**src/rtl/traffic_pkg.sv**
```systemverilog
// Shared definitions for junction and lamp controllers: state codes,
// one-hot lamp codes and a helper that maps a state to its lamp pair.
package traffic_pkg;

    // Junction controller states; code 7 is unused and recovers to AR_M.
    typedef enum logic [2:0] {
        MAIN_G = 3'd0,
        MAIN_Y = 3'd1,
        AR_S   = 3'd2,
        SIDE_G = 3'd3,
        SIDE_Y = 3'd4,
        AR_M   = 3'd5,
        EMERG  = 3'd6
    } tj_state_e;

    // One-hot lamp codes, ordered {red, green, yellow}.
    localparam logic [0:2] RED    = 3'b100;
    localparam logic [0:2] GREEN  = 3'b010;
    localparam logic [0:2] YELLOW = 3'b001;

    typedef struct packed {
        logic [0:2] main_lamp;
        logic [0:2] side_lamp;
    } lamp_pair_t;

    // Moore lamp decode; anything not explicitly a go/caution state is all-red.
    function automatic lamp_pair_t decode_lamps(input tj_state_e st);
        lamp_pair_t lp;
        lp.main_lamp = RED;
        lp.side_lamp = RED;
        case (st)
            MAIN_G: begin
                lp.main_lamp = GREEN;
                lp.side_lamp = RED;
            end
            MAIN_Y: begin
                lp.main_lamp = YELLOW;
                lp.side_lamp = RED;
            end
            SIDE_G: begin
                lp.main_lamp = RED;
                lp.side_lamp = GREEN;
            end
            SIDE_Y: begin
                lp.main_lamp = RED;
                lp.side_lamp = YELLOW;
            end
            default: begin
                lp.main_lamp = RED;
                lp.side_lamp = RED;
            end
        endcase
        return lp;
    endfunction

endpackage

```
**src/rtl/phase_timer.sv**
```systemverilog
// Per-state dwell counter: cleared when the controller changes state,
// otherwise counts up and sticks at its maximum value.
module phase_timer #(
    parameter int unsigned TW = 8
) (
    input  logic          clk,
    input  logic          rst,
    input  logic          clr,
    output logic [TW-1:0] count
);

    localparam logic [TW-1:0] CNT_ZERO = {TW{1'b0}};
    localparam logic [TW-1:0] CNT_ONE  = TW'(1);
    localparam logic [TW-1:0] CNT_MAX  = {TW{1'b1}};

    // Dwell counter: zero on the first cycle of each state, saturating increment.
    always_ff @(posedge clk or posedge rst) begin
        if (rst) begin
            count <= CNT_ZERO;
        end else if (clr) begin
            count <= CNT_ZERO;
        end else if (count != CNT_MAX) begin
            count <= count + CNT_ONE;
        end else begin
            count <= count;
        end
    end

endmodule

```
**src/rtl/traffic_junction_ctrl.sv**
```systemverilog
// Two-road junction controller with side-road and pedestrian demand,
// walk lamp and emergency override. Lamps are registered from the
// next-state decode so they always match the current state register.
module traffic_junction_ctrl
    import traffic_pkg::*;
#(
    parameter int unsigned T_MIN_G  = 8,
    parameter int unsigned T_SIDE_G = 6,
    parameter int unsigned T_Y      = 3,
    parameter int unsigned T_AR     = 1,
    parameter int unsigned TW       = 8
) (
    input  logic       clk,
    input  logic       rst,
    input  logic       side_req,
    input  logic       ped_req,
    input  logic       emerg,
    output logic [0:2] main_light,
    output logic [0:2] side_light,
    output logic       walk,
    output logic [2:0] phase
);

    // Last timer value of each timed state (state lasts value+1 cycles).
    localparam logic [TW-1:0] MIN_G_LAST  = TW'(T_MIN_G - 1);
    localparam logic [TW-1:0] SIDE_G_LAST = TW'(T_SIDE_G - 1);
    localparam logic [TW-1:0] Y_LAST      = TW'(T_Y - 1);
    localparam logic [TW-1:0] AR_LAST     = TW'(T_AR - 1);

    tj_state_e   state_r;
    tj_state_e   state_next_s;
    logic [TW-1:0] timer_s;
    logic        state_change_s;
    logic        entering_side_s;
    logic        demand_s;
    logic        side_pend_r;
    logic        ped_pend_r;
    logic        walk_arm_r;
    logic        walk_arm_next_s;
    lamp_pair_t  lamps_next_s;
    lamp_pair_t  lamps_r;

    assign state_change_s  = (state_next_s != state_r);
    assign entering_side_s = (state_next_s == SIDE_G) && (state_r != SIDE_G);
    // A request arriving this cycle counts as demand straight away.
    assign demand_s        = side_pend_r | ped_pend_r | side_req | ped_req;

    phase_timer #(
        .TW(TW)
    ) u_phase_timer (
        .clk  (clk),
        .rst  (rst),
        .clr  (state_change_s),
        .count(timer_s)
    );

    // State register; reset parks the junction in the main-bound all-red.
    always_ff @(posedge clk or posedge rst) begin
        if (rst) begin
            state_r <= AR_M;
        end else begin
            state_r <= state_next_s;
        end
    end

    // Next-state logic: timed sequence with demand gating and emergency diversion.
    always_comb begin
        state_next_s = state_r;
        case (state_r)
            MAIN_G: begin
                if (emerg) begin
                    state_next_s = MAIN_Y;
                end else if ((timer_s >= MIN_G_LAST) && demand_s) begin
                    state_next_s = MAIN_Y;
                end else begin
                    state_next_s = MAIN_G;
                end
            end
            MAIN_Y: begin
                if (timer_s >= Y_LAST) begin
                    state_next_s = emerg ? EMERG : AR_S;
                end else begin
                    state_next_s = MAIN_Y;
                end
            end
            AR_S: begin
                if (timer_s >= AR_LAST) begin
                    state_next_s = emerg ? EMERG : SIDE_G;
                end else begin
                    state_next_s = AR_S;
                end
            end
            SIDE_G: begin
                if (emerg) begin
                    state_next_s = SIDE_Y;
                end else if (timer_s >= SIDE_G_LAST) begin
                    state_next_s = SIDE_Y;
                end else begin
                    state_next_s = SIDE_G;
                end
            end
            SIDE_Y: begin
                if (timer_s >= Y_LAST) begin
                    state_next_s = emerg ? EMERG : AR_M;
                end else begin
                    state_next_s = SIDE_Y;
                end
            end
            AR_M: begin
                if (timer_s >= AR_LAST) begin
                    state_next_s = emerg ? EMERG : MAIN_G;
                end else begin
                    state_next_s = AR_M;
                end
            end
            EMERG: begin
                if (emerg) begin
                    state_next_s = EMERG;
                end else begin
                    state_next_s = AR_M;
                end
            end
            default: begin
                state_next_s = AR_M;
            end
        endcase
    end

    // Demand latches: a new request always wins over the clear on side-green entry.
    always_ff @(posedge clk or posedge rst) begin
        if (rst) begin
            side_pend_r <= 1'b0;
            ped_pend_r  <= 1'b0;
        end else begin
            side_pend_r <= side_req | (side_pend_r & ~entering_side_s);
            ped_pend_r  <= ped_req  | (ped_pend_r  & ~entering_side_s);
        end
    end

    // Walk arm: captured from the pedestrian latch on side-green entry, held through it.
    always_comb begin
        walk_arm_next_s = 1'b0;
        if (state_next_s == SIDE_G) begin
            if (entering_side_s) begin
                walk_arm_next_s = ped_pend_r;
            end else begin
                walk_arm_next_s = walk_arm_r;
            end
        end else begin
            walk_arm_next_s = 1'b0;
        end
    end

    // Walk arm register; it is only ever set while the state is SIDE_G.
    always_ff @(posedge clk or posedge rst) begin
        if (rst) begin
            walk_arm_r <= 1'b0;
        end else begin
            walk_arm_r <= walk_arm_next_s;
        end
    end

    // Lamp decode of the state being entered, so registered lamps track state_r.
    always_comb begin
        lamps_next_s = decode_lamps(state_next_s);
    end

    // Lamp registers; reset forces both roads red without waiting for a clock.
    always_ff @(posedge clk or posedge rst) begin
        if (rst) begin
            lamps_r.main_lamp <= RED;
            lamps_r.side_lamp <= RED;
        end else begin
            lamps_r <= lamps_next_s;
        end
    end

    assign main_light = lamps_r.main_lamp;
    assign side_light = lamps_r.side_lamp;
    assign walk       = walk_arm_r;
    assign phase      = state_r;

endmodule

```
**config.mk**
```make
export PLATFORM = sky130hd
export DESIGN_NAME = traffic_junction_ctrl
export DESIGN_NICKNAME = d
export VERILOG_FILES = /design/src/rtl/traffic_pkg.sv /design/src/rtl/phase_timer.sv /design/src/rtl/traffic_junction_ctrl.sv
export SDC_FILE = /design/constraint.sdc
export NUM_CORES = 1
export LEC_CHECK = 0
export CORE_ASPECT_RATIO = 1.1
export CORE_UTILIZATION = 32
export CTS_BUF_LIST = sky130_fd_sc_hd__clkbuf_4 sky130_fd_sc_hd__clkbuf_8
export DETAILED_ROUTE_END_ITERATION = 6
export GPL_ROUTABILITY_DRIVEN = 0
export SLEW_MARGIN = 30
export SYNTH_ARGS = -nofsm -noshare
export SYNTH_HDL_FRONTEND = slang
export SYNTH_SLANG_ARGS = --single-unit
```
**constraint.sdc**
```tcl
create_clock -name clk -period 6.2 [get_ports clk]
set_input_delay 1.24 -clock clk [delete_from_list [all_inputs] [get_ports clk]]
set_output_delay 1.24 -clock clk [all_outputs]
set_load 0.005 [all_outputs]
```
==> impl_metrics.yaml <==
grt:
  grt-ovfl-total: 0
  track_usage_pct: 13.2
  grt_max_degree: 21
  grt_pass1_wl_mm: 3.88
  antenna_found_initial: 0
  first_global_vias: 861
synthesis:
  synth-seq-cells: 20
  syn_inst: 114
  synth.cell_area_um2: 1110
  yosys.cell_types.count: 38
  ys_warn_count: 0
  syn-num-nets: 123
  seq_area_frac_synth_pct: 45.4
  synth_area_per_cell_um2: 9.76
setup_path:
  endpoint_kind: "register"
  worstPathRequired_ps: 6400
  reg2reg_from: "u_phase_timer.count[0]$_DFFE_PP0P_"
  cp-startpoint: "emerg"
  critPathLaunchType: "input port"
  arrival_ps: 3300
  path_class: "in2reg"
  critical_path_peak_fanout: 8
timing:
  rsz0062_at_grt: "false"
  worst_pin_slew_ps: 732
  slew_viol_final: 0
  setup_tns_ps: 0
  max-slew-margin-rel_pct: 51.1
  fmax_mhz: 323
  min_period_ps: 3100
  period_share_pct: 50.0
  finalHoldViolations: 0
  fin_skew_ps: 11.3
  fin_ws_ps: 3100
  setup_viol: 0
cells_and_area:
  mostFrequentLayoutCell: "dfrtp_1"
  antenna_cells: 0
  nNetsFinal: 138
  mostFrequentLayoutCells: "dfrtp_1, clkdlybuf4s50_1, nor2_1, nor3_1, inv_1"
  drive_above_1_share_pct: 11.7
  synthToLayoutAreaGrowth_pct: 21.3
power_and_ir_drop:
  switchingPower_w: 0.000230
  power_frac_comb_pct: 45.1
  internal_power_w: 0.000366
  swShare_pct: 38.6
  cellPowerDensity_nw_per_um2: 441
  power.total_w: 0.000595
  seqPwrFrac_pct: 37.2
  power.share.clock_pct: 17.7
  total_leakage_power_nw: 0.561
  peakVddDrop_mv: 0.184
clocking:
  clock_sinks: 20
  ctsLongestPathBuffers: 2
  cts_tree: "built"
  cts_setup_buffers: 0
  cts_hold_repair.buffers: 0
  htreeDepth: 1
  insertion_delay_ps: 300
  cts_root_buf: "clkbuf_4"
  numCtsBuffers: 3
  cts.repair.resized: 0
  path_clk_slew_ps: 120
routing:
  drc: 0
  totalWireLength_mm: 2.22
  drt_iter0_drc: 42
  drt-pass1-iter-count: 4
  vias: 908
  drt-wirelength-per-cell_um: 12.6
  via_per_inst: 5.16
  antenna_left: 0
floorplanning:
  pin_count: 15
  num_rows: 22
  core_area_um2: 3330
  fp.dieW_um: 58.2
  die_area_um2: 3720
  die_h_um: 63.8
  initial_core_util_pct: 33.4
worst_hold_path:
  hp-class: "reg2reg"
  hold_start: "side_pend_r$_DFF_PP0_"
place:
  dp_slack_ps: 2770
  numPortBuffers: 14
  place_hpwl_mm: 1.69
run_status:
  outcome: "finished clean"
job:
  cap_violations: 0
[metal layers]
layer | vias to the layer above | global-route usage, % | wire length (µm)
met2 | 22 | 22.4 | 1070
li1 | 449 | - | -
met4 | 0 | 3.27 | 14
met3 | 2 | 2.83 | 91
met5 | - | 0 | 0
met1 | 435 | 16.9 | 1050
[worst paths after layout]
| path | depth (start not counted) | slack, ps | endpoint |
|---|---|---|---|
| setup / recovery | 7 | 3100 | u_phase_timer.count[6]$_DFFE_PP0P_ |
| hold / removal | 1 | 490 | side_pend_r$_DFF_PP0_ |
| setup reg to reg | 8 | 3820 | u_phase_timer.count[6]$_DFFE_PP0P_ |
| hold reg to reg | 1 | 490 | side_pend_r$_DFF_PP0_ |
| max in group asynchronous | 2 | 4380 | main_light[2]$_DFF_PP0_ |
| min in group asynchronous | 2 | 1350 | side_light[1]$_DFF_PP0_ |
[cell type report]
class / instances / area (µm²)
flip-flops and latches: 20 / 505
multi-input cells: 81 / 557
clock buffers: 3 / 22.5
well taps: 48 / 60.1
clock inverters: 1 / 30.0
repair buffers: 14 / 140
fillers: 328 / 1980
inverters: 9 / 33.8
[flip-flops by register name, summed over array words and instances (netlist names)]
register	cells
walk	1
main_light	3
u_phase_timer.count	8
ped_pend_r	1
phase	3
side_pend_r	1
side_light	3
[synth_stat cells]
master	count	area share, %
nor2_1	9	3.0
a31oi_1	2	1.1
and2_1	1	0.56
o32ai_1	1	0.79
buf_1	1	0.34
mux2i_1	1	0.90
xor2_1	1	0.79
nor4_1	1	0.56
clkbuf_1	2	0.68
o31ai_1	2	1.3
nand3_1	7	3.1
xnor2_1	1	0.79
nand2b_1	1	0.56
nor4_2	2	2.2
o311ai_0	1	0.79
a2111oi_0	1	0.79
nand4_1	1	0.56
a32o_1	1	0.90
maj3_1	1	0.90
a2111oi_2	2	2.7
a32oi_1	1	0.79
nor3_1	9	4.0
nor2b_1	1	0.56
ha_1	4	4.5
nand2_1	6	2.0
and3_1	4	2.2
a21boi_0	1	0.68
a31o_2	1	0.79
dfstp_2	4	9.4
a21oi_1	5	2.2
a311oi_4	1	2.4
dfrtp_1	16	36
xnor2_2	1	1.5
a21o_1	3	2.0
inv_1	9	3.0
buf_2	1	0.45
o211ai_1	1	0.68
o21ai_0	7	3.1
[power groups by stage]
stage	logic, W	registers (W)	clock network [W]
after floorplan	0.000198	0.000198	0
after global placement	0.000263	0.000222	0
after detailed placement	0.000271	0.000224	0
after CTS	0.000273	0.000221	0.000108
after global routing	0.000302	0.000228	0.000113
final	0.000269	0.000221	0.000105
[worst max-delay path: stages]
cell	delay [ps]
clkdlybuf4s50_1	600
inv_1	150
a2111oi_0	400
a32o_1	260
a311oi_4	70
xnor2_2	260
a2111oi_2	320
[cell families (layout without fill, tap and decap cells)]
group                    count (synthesis)  after routing  share of synthesized area (%)
flip-flops                              20             20                           45.4
adder cells (fa/ha/maj)                  5              5                           5.40
buffers and inverters                   13             27                           4.50
XOR/XNOR                                 3              3                           3.04
AO/OA/AOI/OAI                           30             30                           21.1
multiplexers                             1              1                          0.900
AND/OR/NAND/NOR                         42             42                           19.6
[metrics by stage]
stage	instance area, µm²	hold WS (ps)	utilization (%)	std cells
detailed placement	1300	469	38.9	172
finish	1350	489	40.5	176
CTS	1350	494	40.5	176
global placement	1300	466	38.9	172
global route	1350	503	40.5	176
floorplan	1110	450	-	114
Note: power is estimated with default switching activity, not from simulation.
